$ cat src/rtl/multicycle_control.sv
// rtl/multicycle_control.sv - multicycle control FSM sequencing fetch, decode, execute, memory and writeback
// Optional byte load/store support (lb/sb, ByteOp) is enabled by defining CTRL_BYTE_OPS_EN.
module multicycle_control (
   input  logic        Clk,
   input  logic        Reset,
   input  logic [31:0] Instr,
   input  logic        Zero,
   output logic        PC_LdEn,
   output logic        PC_Sel,
   output logic        IR_LdEn,
   output logic        RF_WrEn,
   output logic        RF_WrData_sel,
   output logic        RF_B_sel,
   output logic        ALU_Bin_sel,
   output logic [3:0]  ALU_func,
   output logic [1:0]  ImmExt,
   output logic        Mem_WrEn,
   output logic        ByteOp
);

   typedef enum logic [3:0] {
      FETCH, DECODE, EXEC_R, EXEC_I, EXEC_BR,
      MEM_ADDR, MEM_RD, MEM_WR, WB_ALU, WB_MEM
   } state_t;

   localparam logic [5:0] OP_R    = 6'b100000;
   localparam logic [5:0] OP_LI   = 6'b111000;
   localparam logic [5:0] OP_LUI  = 6'b111001;
   localparam logic [5:0] OP_ADDI = 6'b110000;
   localparam logic [5:0] OP_ANDI = 6'b110010;
   localparam logic [5:0] OP_ORI  = 6'b110011;
   localparam logic [5:0] OP_B    = 6'b111111;
   localparam logic [5:0] OP_BEQ  = 6'b000000;
   localparam logic [5:0] OP_BNE  = 6'b000001;
   localparam logic [5:0] OP_LW   = 6'b001111;
   localparam logic [5:0] OP_SW   = 6'b011111;
`ifdef CTRL_BYTE_OPS_EN
   localparam logic [5:0] OP_LB   = 6'b000011;
   localparam logic [5:0] OP_SB   = 6'b000111;
`endif

   state_t      state_q, state_d;
   logic [5:0]  opcode_q, opcode_d;
   logic [3:0]  func_q, func_d;
   logic        pc_ld_en_q, pc_ld_en_d;
   logic        ir_ld_en_q, ir_ld_en_d;
   logic        rf_wr_en_q, rf_wr_en_d;
   logic        rf_wr_data_sel_q, rf_wr_data_sel_d;
   logic        rf_b_sel_q, rf_b_sel_d;
   logic        alu_bin_sel_q, alu_bin_sel_d;
   logic [3:0]  alu_func_q, alu_func_d;
   logic [1:0]  imm_ext_q, imm_ext_d;
   logic        mem_wr_en_q, mem_wr_en_d;

   logic [5:0]  op;
   logic [3:0]  fn;
   logic        is_r, is_imm, is_br, is_lb, is_sb, is_load, is_store, is_undef;
   logic        unused_instr;

   assign unused_instr = ^Instr[25:4];

   // Outputs for DECODE are registered during FETCH, so the live word is decoded
   // until the opcode register is loaded at the end of DECODE.
   always_comb begin
      op       = opcode_q;
      fn       = func_q;
      if (state_q == FETCH || state_q == DECODE) begin
         op = Instr[31:26];
         fn = Instr[3:0];
      end
      opcode_d = (state_q == DECODE) ? Instr[31:26] : opcode_q;
      func_d   = (state_q == DECODE) ? Instr[3:0]   : func_q;
`ifdef CTRL_BYTE_OPS_EN
      is_lb    = (op == OP_LB);
      is_sb    = (op == OP_SB);
`else
      is_lb    = 1'b0;
      is_sb    = 1'b0;
`endif
      is_r     = (op == OP_R);
      is_imm   = (op == OP_LI) || (op == OP_LUI) || (op == OP_ADDI) ||
                 (op == OP_ANDI) || (op == OP_ORI);
      is_br    = (op == OP_B) || (op == OP_BEQ) || (op == OP_BNE);
      is_load  = (op == OP_LW) || is_lb;
      is_store = (op == OP_SW) || is_sb;
      is_undef = !(is_r || is_imm || is_br || is_load || is_store);
   end

   always_comb begin
      state_d = FETCH;
      case (state_q)
         FETCH:    state_d = DECODE;
         DECODE: begin
            if (is_r)                     state_d = EXEC_R;
            else if (is_imm)              state_d = EXEC_I;
            else if (is_br)               state_d = EXEC_BR;
            else if (is_load || is_store) state_d = MEM_ADDR;
            else                          state_d = FETCH;
         end
         EXEC_R:   state_d = WB_ALU;
         EXEC_I:   state_d = WB_ALU;
         MEM_ADDR: state_d = is_load ? MEM_RD : MEM_WR;
         MEM_RD:   state_d = WB_MEM;
         default:  state_d = FETCH;
      endcase
   end

   always_comb begin
      pc_ld_en_d       = 1'b0;
      ir_ld_en_d       = 1'b0;
      rf_wr_en_d       = 1'b0;
      rf_wr_data_sel_d = 1'b0;
      rf_b_sel_d       = 1'b0;
      alu_bin_sel_d    = 1'b0;
      alu_func_d       = 4'b0000;
      imm_ext_d        = 2'b00;
      mem_wr_en_d      = 1'b0;
      case (state_d)
         DECODE: begin
            ir_ld_en_d = 1'b1;
            rf_b_sel_d = (op == OP_BEQ) || (op == OP_BNE) || is_store;
            pc_ld_en_d = is_undef;
         end
         EXEC_R:   alu_func_d = fn;
         EXEC_I: begin
            alu_bin_sel_d = 1'b1;
            if (op == OP_LUI)       imm_ext_d = 2'b10;
            else if (op == OP_ANDI) begin alu_func_d = 4'b0010; imm_ext_d = 2'b01; end
            else if (op == OP_ORI)  begin alu_func_d = 4'b0011; imm_ext_d = 2'b01; end
         end
         EXEC_BR: begin
            alu_func_d = 4'b0001;
            rf_b_sel_d = 1'b1;
            imm_ext_d  = 2'b11;
            pc_ld_en_d = 1'b1;
         end
         MEM_ADDR: alu_bin_sel_d = 1'b1;
         MEM_WR: begin
            mem_wr_en_d = 1'b1;
            pc_ld_en_d  = 1'b1;
         end
         WB_ALU: begin
            rf_wr_en_d    = 1'b1;
            pc_ld_en_d    = 1'b1;
            alu_bin_sel_d = alu_bin_sel_q;
            alu_func_d    = alu_func_q;
            imm_ext_d     = imm_ext_q;
         end
         WB_MEM: begin
            rf_wr_en_d       = 1'b1;
            rf_wr_data_sel_d = 1'b1;
            pc_ld_en_d       = 1'b1;
         end
         default: ;
      endcase
   end

   always_ff @(posedge Clk) begin
      if (Reset) begin
         state_q          <= FETCH;
         opcode_q         <= 6'b0;
         func_q           <= 4'b0;
         pc_ld_en_q       <= 1'b0;
         ir_ld_en_q       <= 1'b0;
         rf_wr_en_q       <= 1'b0;
         rf_wr_data_sel_q <= 1'b0;
         rf_b_sel_q       <= 1'b0;
         alu_bin_sel_q    <= 1'b0;
         alu_func_q       <= 4'b0;
         imm_ext_q        <= 2'b0;
         mem_wr_en_q      <= 1'b0;
      end else begin
         state_q          <= state_d;
         opcode_q         <= opcode_d;
         func_q           <= func_d;
         pc_ld_en_q       <= pc_ld_en_d;
         ir_ld_en_q       <= ir_ld_en_d;
         rf_wr_en_q       <= rf_wr_en_d;
         rf_wr_data_sel_q <= rf_wr_data_sel_d;
         rf_b_sel_q       <= rf_b_sel_d;
         alu_bin_sel_q    <= alu_bin_sel_d;
         alu_func_q       <= alu_func_d;
         imm_ext_q        <= imm_ext_d;
         mem_wr_en_q      <= mem_wr_en_d;
      end
   end

`ifdef CTRL_BYTE_OPS_EN
   logic byte_op_q, byte_op_d;

   always_comb begin
      byte_op_d = ((state_d == MEM_RD) && is_lb) || ((state_d == MEM_WR) && is_sb);
   end

   always_ff @(posedge Clk) begin
      if (Reset) byte_op_q <= 1'b0;
      else       byte_op_q <= byte_op_d;
   end

   assign ByteOp = byte_op_q;
`else
   assign ByteOp = 1'b0;
`endif

   // Branch resolution must see Zero in the same cycle the ALU compares.
   assign PC_Sel = (state_q == EXEC_BR) &&
                   ((opcode_q == OP_B) ||
                    ((opcode_q == OP_BEQ) && Zero) ||
                    ((opcode_q == OP_BNE) && !Zero));

   assign PC_LdEn       = pc_ld_en_q;
   assign IR_LdEn       = ir_ld_en_q;
   assign RF_WrEn       = rf_wr_en_q;
   assign RF_WrData_sel = rf_wr_data_sel_q;
   assign RF_B_sel      = rf_b_sel_q;
   assign ALU_Bin_sel   = alu_bin_sel_q;
   assign ALU_func      = alu_func_q;
   assign ImmExt        = imm_ext_q;
   assign Mem_WrEn      = mem_wr_en_q;

endmodule

$ cat config.mk
export PLATFORM = sky130hd
export DESIGN_NAME = multicycle_control
export DESIGN_NICKNAME = d
export VERILOG_FILES = /design/src/rtl/multicycle_control.sv
export SDC_FILE = /design/constraint.sdc
export NUM_CORES = 1
export LEC_CHECK = 0
export CELL_PAD_IN_SITES_DETAIL_PLACEMENT = 0
export CELL_PAD_IN_SITES_GLOBAL_PLACEMENT = 1
export CORE_ASPECT_RATIO = 0.7
export CORE_UTILIZATION = 27
export DETAILED_ROUTE_END_ITERATION = 7
export PLACE_DENSITY_LB_ADDON = 0.1
export SYNTH_ARGS = -nofsm -noshare
export SYNTH_HDL_FRONTEND = slang
export SYNTH_SLANG_ARGS = --single-unit
$ cat constraint.sdc
create_clock -name Clk -period 2.15 [get_ports Clk]
set_input_delay 0.645 -clock Clk [delete_from_list [all_inputs] [get_ports Clk]]
set_output_delay 0.645 -clock Clk [all_outputs]
set_load 0.05 [all_outputs]
* Word level (Yosys, flattened, before mapping)
Index checks and enable logic that the tools add are counted.
Word-level totals: output and inout bits 15, word-level logic and storage cells 89, bits of input ports 35, register bits 27
Operators by class: eq/ne operators 26, mux-type cells 23, reduce and logical (&&, ||, !) cells 28
Operators with widths (count):
- equality test 6 bit (second input constant) | 8
- equality test 4 x 3 -> 1 bit (second input constant) | 6
- one-hot mux 4 bit (5 select lines) | 1
- equality test 4 x 2 -> 1 bit (second input constant) | 4
- logical OR 1 bit | 16
- one-hot mux 4 bit (4 select lines) | 1
- equality test 6 x 1 -> 1 bit (second input constant) | 2
- logical NOT 6 bit | 2
- two-way mux 3 bit | 4
- equality test 4 x 1 -> 1 bit (second input constant) | 2
- equality test 4 bit (second input constant) | 2
- two-way mux 2 bit | 4
- two-way mux 1 bit | 7
- equality test 6 x 4 -> 1 bit (second input constant) | 1
- equality test 6 x 5 -> 1 bit (second input constant) | 1
- two-way mux 6 bit | 1
- one-hot mux 1 bit (2 select lines) | 3
- one-hot mux 2 bit (3 select lines) | 1
- OR reduction 2 bit | 3
- logical NOT 4 bit | 1
- two-way mux 4 bit | 1
- OR reduction 4 bit | 1
- logical AND 1 bit | 3
- logical NOT 1 bit | 2

* Longest topological paths before layout
Gate-level depths: netlist (run 1).
depth in word-level cells 14, gate-level depth with buffers 6, mapped depth without buffers 5

* Worst setup path before layout (run 1)
OpenSTA, ideal clock, no wires.
kind input to output, from input port Zero, to output port PC_Sel, arrival 2.238 ns, slack -0.733 ns, required time 1.505 ns, buffers on the path 0, stages on the path 4, cells stage by stage a211o_1 > nor4_1 > a41oi_1 > nor3_1
On the way: longest elaborated chain between the ends 4, elaborated cells between the ends (all ways) 6, those cells by class reduce/logical (6)
RTL lines:
- from (decl) | line 7 | input logic Zero,
- logical AND 1 bit / logical NOT 1 bit (equally long branches) | line 208, 209
- logical OR 1 bit / logical AND 1 bit (equally long branches) | line 207, 209
- logical OR 1 bit (*) | line 208 | ((opcode_q == OP_BEQ) && Zero) ||
- logical AND 1 bit (*) | line 206 | assign PC_Sel = (state_q == EXEC_BR) &&
- to (decl) | line 9 | output logic PC_Sel,
Every way passes the cells marked *; elsewhere a longest branch is shown, timed or not.

* Final worst setup path (run 1)
Ends and elaborated chain as after synthesis.

==> key figures, run 1 <==
Power and ir drop
  • Pleak: 0.7485 nW
  • Switching pwr: 0.3180 mW
  • Clock Power Share: 0.269
  • Switch share: 0.3115
  • Worst vdd ir: 0.2546 mV
  • Logic pwr share: 0.277
  • Power per Cell Area: 539.7 nW/um^2
  • Internal power: 0.7030 mW
  • Sequential share of power: 0.455

Floorplan
  • Row count: 20
  • DIE AREA: 4915 um^2
  • Die width: 83.37 um
  • Core ar.: 4404 um^2
  • Die H: 58.96 um
  • Initial Utilization: 0.2841
  • # IOs: 50

Final layout
  • # diodes: 0
  • Fin area: 1892 um^2
  • Post-Layout Cell Count: 257
  • Synthesis-to-finish area growth: 51.20%
  • FILL cells: 448
  • Area occupied by multi-input gates: 802.0 um^2
  • Post-layout util: 0.4295
  • Layout net count: 238
  • FF/Latch Area: 460.4 um^2
  • Layout cells sized above 1: 0.2822

STA
  • Hold Violations, Final: 0
  • # setup viols final: 1
  • Final slew viol count: 0
  • TNS Setup: -0.06892 ns
  • Relative slew slack: 0.6287
  • Fmax: 450.7 MHz
  • Setup skew after layout: 0.003980 ns
  • Final Cycle Share: 1.032
  • Slew @ Worst Pin: 0.5527 ns
  • Setup ws final: -0.06892 ns
  • RSZ-0062 raised after global routing: true
  • Tmin final: 2.219 ns

Detailed routing
  • Via count: 1,320
  • Routed Antenna Nets: 0
  • Avg WL per Cell: 15.67 um
  • Iteration-0 DRC Markers: 81
  • Pre-antenna DRT Iters: 4
  • Vias per Instance: 5.136
  • DRC: 0
  • Final wirelength: 4026 um

Yosys
  • Area of the mapped netlist: 1251 um^2
  • Syn Inst Count: 153
  • Yosys top cell area share: 0.3680
  • Fraction of registers with async set/reset: 0
  • Net count after synthesis: 188
  • Most frequent cells after synthesis: dfxtp_1, nand2_1, a21oi_1
  • FF+latch count, synth: 23
  • Ys flop type: dfxtp_1
  • Yosys warning count: 0
  • Distinct cell type count after synthesis: 47
  • Sequential share of the synthesized area: 0.3680
  • Post-synth EDFFs: 0
  • Largest cells by area after synthesis: dfxtp_1, a21oi_1, nand2_1, nor2b_1, nor3_1
  • Top-count cell post-synth: dfxtp_1
  • Syn Area/Cell: 8.178 um^2
  • Cell taking the most area after synthesis: dfxtp_1

CTS
  • Clock Tree Buf Depth: 2
  • Clk_lat worst skew: 0.26 ns
  • CTS root buf: clkbuf_8
  • CTS tree: built
  • # Post-CTS Setup Buffers: 0
  • Clk slew on worst S/H paths: 0.08 ns
  • Max H-tree Level: 1
  • Clock buffer count from CTS: 3
  • Clock Sinks: 23
  • Cts-stage hold buffer count: 0

GRT
  • Global-route wire length before repair: 6699 um
  • Initial antenna violation count: 0
  • Grt ovf: 0
  • Tot GR Track Use: 0.1767
  • Largest net degree at the start of global routing: 15
  • Vias in the first global route: 1,274

Critical path
  • Crit-path max cell delay: 0.26 ns
  • Setup crit end: PC_Sel
  • CP top delay family: compound AO/OA/AOI/OAI gates
  • CP Class: primary input to output pin
  • Slowest cell on crit path: a211o_1
  • CP endpoint kind: output pin
  • Worst R2R End: ALU_func[0]
  • FF-to-FF path depth: 5
  • Worst Path Max Fanout: 2
  • RR Startpoint: state_q[2]
  • Crit path depth: 6
  • Setup crit start: Zero
  • Cell Chain, Critical Path: buf_6, a211o_1, nor4_2, a41oi_2, nor3_4, buf_12
  • CP bufs+invs: 2
  • Reg2reg setup slack: 0.17 ns
  • Worst Path Required: 1.50 ns
  • Startpoint Class: primary input
  • CP arrival: 1.57 ns

Worst hold path
  • HP Class: flop to flop
  • Hold_sp: ImmExt[0]

Place
  • DP Cell Count: 254
  • DP Area: 1784 um^2
  • Setup WS pre-CTS: -0.5179 ns
  • Number of port buffers: 26
  • Dpl hpwl: 3091 um
  • RD Place Congestion: 0.7975

Outcome
  • Violated checks: setup timing
  • Outcome: finished with violations

Job
  • Max_cap viols: 0
## cells in the final DEF, fill, tap and decap left out, types with 2 or more instances in the layout
master,n
o21ai_2,2
o31ai_1,2
nand3_1,2
nand2_1,17
nand4b_1,3
a21oi_1,13
or4b_4,2
inv_1,3
clkbuf_8,3
nor4_2,2
a211oi_1,3
clkdlybuf4s50_1,18
nor3_1,6
nor3b_1,2
nand4_1,2
o21ai_0,2
a32oi_1,3
and2_1,3
nand3b_1,3
nor2b_1,8
buf_4,32
nor2_1,9
dlygate4sd2_1,4
dfxtp_1,23
or3_1,2
## through the flow
step           power [mW]  hold slack, ns
2_1_floorplan      0.6186          0.4698
3_3_place_gp       0.7378          0.4748
3_5_place_dp       0.7408          0.4729
4_1_cts             1.017          0.4964
5_1_grt             1.075          0.5333
6_report            1.021          0.4967
## power by group through the flow
| stage | clock [mW] | combinational, mW | sequential (mW) |
|---|---|---|---|
| 2_1_floorplan | 0 | 0.130 | 0.488 |
| 3_3_place_gp | 0 | 0.266 | 0.471 |
| 3_5_place_dp | 0 | 0.269 | 0.472 |
| 4_1_cts | 0.283 | 0.271 | 0.463 |
| 5_1_grt | 0.300 | 0.307 | 0.468 |
| 6_report | 0.274 | 0.283 | 0.464 |
## worst register-to-register path, delay by kind of cell (launching register included)
kind / cells / cell delay (ns)
AOI/OAI and AO/OA: 1 / 0.08
DFF: 1 / 0.37
and+or+nand+nor: 4 / 1.46
## registers in the layout, summed over array words and instances, names as in the netlist
name and cells:
PC_LdEn 1, ImmExt 2, IR_LdEn 1, state_q 4, RF_WrEn 1, ALU_func 4
RF_B_sel 1, opcode_q 6, Mem_WrEn 1, RF_WrData_sel 1, ALU_Bin_sel 1
## layout make-up
class                           instances  share of cell area
Timing Repair Buffer                   58              0.2665
Clock buffer                            4             0.02381
Multi-Input combinational cell        114              0.4239
Inverter                                3            0.005952
Tap cell                               55             0.03638
Sequential cell                        23              0.2434
## what timing repair did
action / CTS / global route
resized for setup: 16 / 10
pin swaps: 6 / 6
endpoints found under the setup margin: 14 / 13
hold endpoints to repair: 0 / 0
## logic make-up (layout without fill, tap and decap cells)
kind of cell	after synthesis	after routing	share of synthesized area
AND/OR/NAND/NOR	69	69	0.3190
AO/OA/AOI/OAI	42	42	0.2340
flip-flops	23	23	0.3680
buffers and inverters	16	65	0.06101
other	1	1	0.002997
XOR/XNOR	1	1	0.007001
multiplexers	1	1	0.008000
## metal layers
layer / global-route usage / wire, um / share of wire / vias up
met5: 0 / 0 / 0 / -
met2: 0.2600 / 1632 / 0.41 / 27
li1: - / - / - / 662
met1: 0.2687 / 2220 / 0.55 / 629
met4: 0.02217 / 13 / 0.0032 / 0
met3: 0.03927 / 159 / 0.039 / 2
## worst min path at each step
stage | to | slack (ns) | cells past startpoint
floorplan | opcode_q[2] | 0.47 | 2
global placement | ALU_Bin_sel | 0.47 | 2
detailed placement | ALU_Bin_sel | 0.47 | 2
CTS | ImmExt[0] | 0.50 | 2
global route | ALU_Bin_sel | 0.53 | 2
finish | ImmExt[0] | 0.50 | 2
No activity file was read; power rests on OpenSTA's default activity.
==> inputs of run 2 (changes only) <==
--- a/config.mk
+++ b/config.mk
@@ -5,6 +5,7 @@
 export SDC_FILE = /design/constraint.sdc
 export NUM_CORES = 1
 export LEC_CHECK = 0
+export CAP_MARGIN = 30
 export CELL_PAD_IN_SITES_DETAIL_PLACEMENT = 0
 export CELL_PAD_IN_SITES_GLOBAL_PLACEMENT = 1
 export CORE_ASPECT_RATIO = 0.7
==> results of run 2 <==
No change in the layout: final DEF, timing and power equal those of run 1.
